File: config.mk
export PLATFORM = sky130hd
export DESIGN_NAME = panda_mem_stage
export DESIGN_NICKNAME = d
export VERILOG_FILES = /design/src/rtl/panda_pkg.sv /design/src/rtl/panda_lsu_align.sv /design/src/rtl/panda_mem_stage.sv
export SDC_FILE = /design/constraint.sdc
export NUM_CORES = 1
export LEC_CHECK = 0
export BUFFER_PORTS_ARGS = -buffer_cell sky130_fd_sc_hd__clkbuf_2
export CELL_PAD_IN_SITES_DETAIL_PLACEMENT = 1
export CELL_PAD_IN_SITES_GLOBAL_PLACEMENT = 1
export CORE_ASPECT_RATIO = 1.2
export CORE_MARGIN = 2
export CORE_UTILIZATION = 31
export CTS_CLUSTER_SIZE = 16
export DETAILED_ROUTE_END_ITERATION = 10
export GPL_ROUTABILITY_DRIVEN = 0
export PLACE_DENSITY = 0.82
export SLEW_MARGIN = 15
export SYNTH_ARGS = -nofsm -noshare
export SYNTH_HDL_FRONTEND = slang
export SYNTH_SLANG_ARGS = --single-unit
File: constraint.sdc
create_clock -name clk_i -period 2.9 [get_ports clk_i]
set_clock_uncertainty 0.15 [all_clocks]
set_input_delay 0.29 -clock clk_i [delete_from_list [all_inputs] [get_ports clk_i]]
set_output_delay 0.29 -clock clk_i [all_outputs]
set_load 0.01 [all_outputs]
File: src/rtl/panda_pkg.sv
// ============================================================================
// Module   : panda_pkg
// Purpose  : Shared types for the Panda pipeline MEM stage and its LSU.
// Revision : 1.0 - initial release
// ============================================================================
`default_nettype none

package panda_pkg;

    localparam int XLEN = 32;

    typedef enum logic [1:0] {
        RD_DATA_ALU    = 2'd0,
        RD_DATA_PC_INC = 2'd1,
        RD_DATA_IMM    = 2'd2,
        RD_DATA_LSU    = 2'd3
    } rd_data_sel_e;

    typedef enum logic [1:0] {
        BYTE = 2'd0,
        HALF = 2'd1,
        WORD = 2'd2
    } lsu_width_e;

    typedef enum logic [1:0] {
        IDLE        = 2'd0,
        WAIT_GNT    = 2'd1,
        WAIT_RVALID = 2'd2
    } lsu_state_e;

    typedef struct packed {
        logic [XLEN-1:0] alu_result;
        logic [XLEN-1:0] pc_inc;
        logic [XLEN-1:0] imm;
        logic [XLEN-1:0] rs2_data;
        logic [4:0]      rs2_addr;
        logic [4:0]      rd_addr;
        logic            rd_we;
        rd_data_sel_e    rd_data_sel;
        logic            lsu_store;
        lsu_width_e      lsu_width;
        logic            lsu_load_unsigned;
    } ex_mem_t;

    typedef struct packed {
        logic [4:0]      rd_addr;
        logic            rd_we;
        logic [XLEN-1:0] rd_data;
    } mem_wb_t;

endpackage

`default_nettype wire

File: src/rtl/panda_lsu_align.sv
// ============================================================================
// Module   : panda_lsu_align
// Purpose  : Combinational byte-lane alignment for stores and loads.
//            Macro PANDA_LSU_MISALIGNED_TRAP_EN selects flag-vs-force-align.
// Revision : 1.0 - initial release
// ============================================================================
`default_nettype none

module panda_lsu_align
    import panda_pkg::*;
(
    input  logic [1:0]      off,
    input  lsu_width_e      width,
    input  logic            load_unsigned,
    input  logic [XLEN-1:0] rs2,
    input  logic [XLEN-1:0] rdata,
    output logic [1:0]      eff_off,
    output logic [3:0]      be,
    output logic [XLEN-1:0] wdata,
    output logic [XLEN-1:0] load_data,
    output logic            misaligned
);

    logic [XLEN-1:0] shifted;

`ifdef PANDA_LSU_MISALIGNED_TRAP_EN
    assign eff_off    = off;
    assign misaligned = ((width == HALF) && off[0]) ||
                        ((width == WORD) && (off != 2'b00));
`else
    // Unaligned halves/words silently drop the low address bits.
    always_comb begin
        eff_off = off;
        case (width)
            HALF:    eff_off = {off[1], 1'b0};
            WORD:    eff_off = 2'b00;
            default: eff_off = off;
        endcase
    end
    assign misaligned = 1'b0;
`endif

    assign shifted = rdata >> {eff_off, 3'b000};

    always_comb begin
        be        = 4'b1111;
        wdata     = rs2;
        load_data = shifted;
        case (width)
            BYTE: begin
                be        = 4'b0001 << eff_off;
                wdata     = {4{rs2[7:0]}};
                load_data = {{24{~load_unsigned & shifted[7]}}, shifted[7:0]};
            end
            HALF: begin
                be        = 4'b0011 << eff_off;
                wdata     = {2{rs2[15:0]}};
                load_data = {{16{~load_unsigned & shifted[15]}}, shifted[15:0]};
            end
            default: begin
                be        = 4'b1111;
                wdata     = rs2;
                load_data = shifted;
            end
        endcase
    end

endmodule

`default_nettype wire

File: src/rtl/panda_mem_stage.sv
// ============================================================================
// Module   : panda_mem_stage
// Purpose  : Panda MEM stage - LSU req/gnt/rvalid FSM and MEM/WB register.
//            Macro PANDA_LSU_MISALIGNED_TRAP_EN enables misaligned dropping.
// Revision : 1.0 - initial release
// ============================================================================
`default_nettype none

module panda_mem_stage
    import panda_pkg::*;
(
    input  logic            clk_i,
    input  logic            rst_ni,
    input  ex_mem_t         ex_mem_i,
    output mem_wb_t         mem_wb_o,
    output logic [4:0]      rd_addr_o,
    output logic            rd_we_o,
    output logic [XLEN-1:0] rd_data_o,
    output logic            stall_o,
    output logic            data_req_o,
    input  logic            data_gnt_i,
    input  logic            data_rvalid_i,
    output logic [XLEN-1:0] data_addr_o,
    output logic            data_we_o,
    output logic [3:0]      data_be_o,
    output logic [XLEN-1:0] data_wdata_o,
    input  logic [XLEN-1:0] data_rdata_i,
    output logic            misaligned_o
);

    lsu_state_e      state, state_next;
    mem_wb_t         mem_wb_q, mem_wb_d;
    logic [XLEN-1:0] wdata_hold;
    logic            orphan_ok;

    logic            mem_op, issue_op, complete, misaligned;
    logic [1:0]      eff_off;
    logic [3:0]      be;
    logic [XLEN-1:0] wdata, load_data, rs2_fwd;

    assign mem_op = ex_mem_i.lsu_store || (ex_mem_i.rd_data_sel == RD_DATA_LSU);

    // A store right behind a load of its source register sees the loaded word.
    assign rs2_fwd = (mem_wb_q.rd_we && (ex_mem_i.rs2_addr != 5'd0) &&
                      (ex_mem_i.rs2_addr == mem_wb_q.rd_addr)) ?
                     mem_wb_q.rd_data : ex_mem_i.rs2_data;

    panda_lsu_align u_align (
        .off           (ex_mem_i.alu_result[1:0]),
        .width         (ex_mem_i.lsu_width),
        .load_unsigned (ex_mem_i.lsu_load_unsigned),
        .rs2           (rs2_fwd),
        .rdata         (data_rdata_i),
        .eff_off       (eff_off),
        .be            (be),
        .wdata         (wdata),
        .load_data     (load_data),
        .misaligned    (misaligned)
    );

    assign issue_op = mem_op && !misaligned;
    assign complete = (state == WAIT_RVALID) && data_rvalid_i;
    assign stall_o  = issue_op && !complete;

    always_comb begin
        state_next = state;
        data_req_o = 1'b0;
        case (state)
            IDLE: begin
                if (issue_op) begin
                    data_req_o = 1'b1;
                    state_next = data_gnt_i ? WAIT_RVALID : WAIT_GNT;
                end
            end
            WAIT_GNT: begin
                data_req_o = 1'b1;
                if (data_gnt_i) begin
                    state_next = WAIT_RVALID;
                end
            end
            WAIT_RVALID: begin
                if (data_rvalid_i) begin
                    state_next = IDLE;
                end
            end
            default: state_next = IDLE;
        endcase
    end

    assign data_addr_o  = {ex_mem_i.alu_result[XLEN-1:2], eff_off};
    assign data_we_o    = ex_mem_i.lsu_store;
    assign data_be_o    = be;
    // Forwarded source vanishes once the stall bubbles MEM/WB; replay the latched copy.
    assign data_wdata_o = (state == WAIT_GNT) ? wdata_hold : wdata;

    always_comb begin
        mem_wb_d = '0;
        if (!mem_op) begin
            mem_wb_d.rd_addr = ex_mem_i.rd_addr;
            mem_wb_d.rd_we   = ex_mem_i.rd_we;
            case (ex_mem_i.rd_data_sel)
                RD_DATA_PC_INC: mem_wb_d.rd_data = ex_mem_i.pc_inc;
                RD_DATA_IMM:    mem_wb_d.rd_data = ex_mem_i.imm;
                default:        mem_wb_d.rd_data = ex_mem_i.alu_result;
            endcase
        end else if (complete) begin
            mem_wb_d.rd_addr = ex_mem_i.rd_addr;
            if (!ex_mem_i.lsu_store) begin
                mem_wb_d.rd_we   = ex_mem_i.rd_we;
                mem_wb_d.rd_data = load_data;
            end
        end
    end

    always_ff @(posedge clk_i or negedge rst_ni) begin
        if (!rst_ni) begin
            state      <= IDLE;
            mem_wb_q   <= '0;
            wdata_hold <= '0;
            orphan_ok  <= 1'b1;
        end else begin
            state    <= state_next;
            mem_wb_q <= mem_wb_d;
            if ((state == IDLE) && data_req_o) begin
                wdata_hold <= wdata;
            end
            if (data_req_o) begin
                orphan_ok <= 1'b0;
            end
        end
    end

    assign mem_wb_o  = mem_wb_q;
    assign rd_addr_o = mem_wb_q.rd_addr;
    assign rd_we_o   = mem_wb_q.rd_we;
    assign rd_data_o = mem_wb_q.rd_data;

`ifdef PANDA_LSU_MISALIGNED_TRAP_EN
    assign misaligned_o = mem_op && misaligned && (state == IDLE);
`else
    assign misaligned_o = 1'b0;
`endif

    // Responses only belong in WAIT_RVALID, except one cut off by a reset.
    always @(posedge clk_i) begin
        if (rst_ni) begin
            assert (!(data_rvalid_i && (state != WAIT_RVALID) && !orphan_ok));
        end
    end

endmodule

`default_nettype wire

==> impl_metrics.tcl <==
set metrics [dict create \
    grt_antenna_before_repair 2 \
    whs_ps -52.2 \
    synth-main-ff-cell "dfrtp_1" \
    dp_slack_ps 104 \
    ys_seq_elements 72 \
    routed_wl_um 27300 \
    busiest_layer "met2" \
    grt_max_degree 73 \
    syn2layout_area_growth_pct 40.5 \
    first_pass_iters 5 \
    cts-root-buf "clkbuf_16" \
    place_inst 1146 \
    insertion_delay_ps 340 \
    rsz0062_at_grt "true" \
    dp_hpwl_um 21100 \
    async_flop_share 1.00 \
    avgViaCountPerCell 5.49 \
    maxCapViolCount 0 \
    timing.rr.start "rd_addr_o[3]$_DFF_PN0_" \
    initialDrtViolationCount 403 \
    finalCriticalPeriod_ps 2920 \
    clock_sinks 72 \
    cts_max_level 3 \
    r2r_cells 9 \
    critPathBufInv 6 \
    placementRows 54 \
    status "finished with violations" \
    cp_cell_sequence "o41ai_4, a211oi_4, buf_6, buf_6, buf_4, buf_6, buf_4, mux2i_1, a21oi_1, buf_2" \
    initial_core_util 0.314 \
    crit_fanout 5 \
    finalNetCount 1138 \
    avgSynthCellArea_um2 8.29 \
    ios 329 \
    relSlewSlack 0.344 \
    cpMostUsedCell "buf_6" \
    fmaxAchievable_ghz 0.343 \
    cts_tree "built" \
    finalCritPeriodShare 1.01 \
    postRouteAntennaNets 0 \
    setup_viol 2 \
    syn-num-nets 872 \
    cp.depth 10 \
    r2r_slack_ps 530 \
    stdcell_count 1183 \
    drive_gt1_frac 0.488 \
    reg2reg_to "wdata_hold[25]$_DFFE_PN0P_" \
    power.density_nw_per_um2 510 \
    slowest_stage "dfrtp_2" \
    irDropWorstVdd_mv 0.273 \
    fp.coreArea_um2 18100 \
    fp.dieH_um 152 \
    met3_usage 0.0320 \
    die_x_um 128 \
    p_leak_uw 0.00411 \
    cts_inserted_buffers 9 \
    ys.warnings.count 0 \
    slew_viol_final 0 \
    final_cell_mix "clkbuf_2, nand2_1, dfrtp_1" \
    hold_viol 41 \
    die-area_um2 19400 \
    cts_buffer_depth 2 \
    clk_pin_slew_ps 60 \
    synthCells 686 \
    hp-class "input pin to async pin" \
    startpoint_type "flop" \
    grt_usage 0.262 \
    violations "negative hold slack, negative setup slack" \
    ys_seq_area_frac 0.317 \
    crit_arrival_ps 2480 \
    overflow 0 \
    grt_pass1_vias 6584 \
    worst_ep_required_time_ps 2460 \
    cpPeakStageDelay_ps 450 \
    crit_type "flop to output pin" \
    met1_usage 0.313 \
    vias 6493 \
    drc_errors 0 \
    worstSetupEndpoint "data_wdata_o[4]" \
    final_common_cell "clkbuf_2" \
    worst_pin_slew_ps 985 \
    grt_first_pass_wirelength_um 38800 \
    critPathCaptureType "output pin" \
    wl_per_cell_um 23.1 \
    grt_use_met2 0.470 \
    port_buffers 327 \
    crit_start "rd_addr_o[3]$_DFF_PN0_" \
    synth_area_um2 5680 \
    yosysUniqueCellTypes 43 \
    synth_edf_count 0 \
    crit_family "buffers and inverters" \
    worst_slack_ps -17.9 \
]
## synth_stat cells, types with 5 or more instances
cell type	number	area, um2
ha_1	5	62.6
mux2_2	26	293
clkbuf_1	39	146
o21ai_0	60	300
buf_4	71	533
o22ai_1	7	43.8
nand2_1	140	526
o221ai_1	8	70.1
and2_1	5	31.3
a221oi_1	15	131
a22oi_1	41	308
a221o_1	8	80.1
a31o_2	7	61.3
a22o_1	16	140
mux2i_1	51	510
and3_1	7	43.8
a31oi_1	9	56.3
dfrtp_1	72	1800
nor2_1	31	116
a21oi_1	20	100
inv_1	7	26.3
## per-stage QoR
step | TNS [ps] | total power, uW | utilization | instance area [um2]
global placement | 0 | 2610 | 0.395 | 7150
CTS | -7.70 | 4010 | 0.419 | 7590
floorplan | 0 | 2090 | - | 5680
finish | -21.1 | 4070 | 0.441 | 7980
global route | -867 | 4270 | 0.441 | 7980
detailed placement | 0 | 2650 | 0.395 | 7150
## layer usage
metal,part of all wire,up-vias
met2,0.51,319
met5,0,-
met4,0.042,0
met1,0.39,3180
li1,-,2926
met3,0.056,68
## repair_timing
item / CTS / global route
pin swaps: 1 / 11
buffers inserted: 3 / 14
resized for setup: 7 / 52
hold buffers: 3 / 0
endpoints found under the setup margin: 25 / 15
cloned: 0 / 3
endpoints found under the hold margin: 3 / 0
## worst min-delay path by stage
stage | from | to | slack (ps) | cells after the start
CTS | rst_ni | wdata_hold[7]$_DFFE_PN0P_ | 3 | 1
global route | rst_ni | wdata_hold[27]$_DFFE_PN0P_ | 20 | 1
floorplan | rst_ni | rd_addr_o[0]$_DFF_PN0_ | -160 | 0
finish | rst_ni | wdata_hold[28]$_DFFE_PN0P_ | -50 | 1
detailed placement | wdata_hold[22]$_DFFE_PN0P_ | wdata_hold[22]$_DFFE_PN0P_ | 310 | 2
global placement | wdata_hold[21]$_DFFE_PN0P_ | wdata_hold[21]$_DFFE_PN0P_ | 310 | 2
## worst reg2reg max path: cells and delay by family (launching register included)
family / cells / cell delay (ps)
AOI/OAI and AO/OA: 4 / 820
buffers and inverters: 4 / 580
DFF: 1 / 450
muxes: 1 / 250
## logic make-up after synthesis
group,count (synthesis),share of synthesized area
flops,72,0.317
compound gates,196,0.237
xor+xnor,4,0.00616
other cells,1,0.000660
simple gates,200,0.149
fa+ha+maj,5,0.0110
buf+inv,131,0.138
mux,77,0.141
## layout make-up
class	count	area, um2
Antenna cell	2	5.00
Sequential cell	72	1810
Fill cell	2253	10100
Clock inverter	5	103
Inverter	9	33.8
Tap cell	224	280
Multi-Input combinational cell	483	3350
Timing Repair Buffer	377	2160
Clock buffer	11	253
## power breakdown
part           leakage [uW]  switching [uW]  total [uW]  internal [uW]
combinational       0.00302             775        1370            598
clock              0.000172             455        1340            887
sequential         0.000918             164        1360           1190
total               0.00411            1390        4070           2680
## flip-flops by register name (all words and copies together), names as in the netlist
| name | count |
|---|---|
| rd_data_o | 32 |
| state | 2 |
| wdata_hold | 32 |
| rd_we_o | 1 |
| rd_addr_o | 5 |
Note: power is estimated with default switching activity, not from simulation.
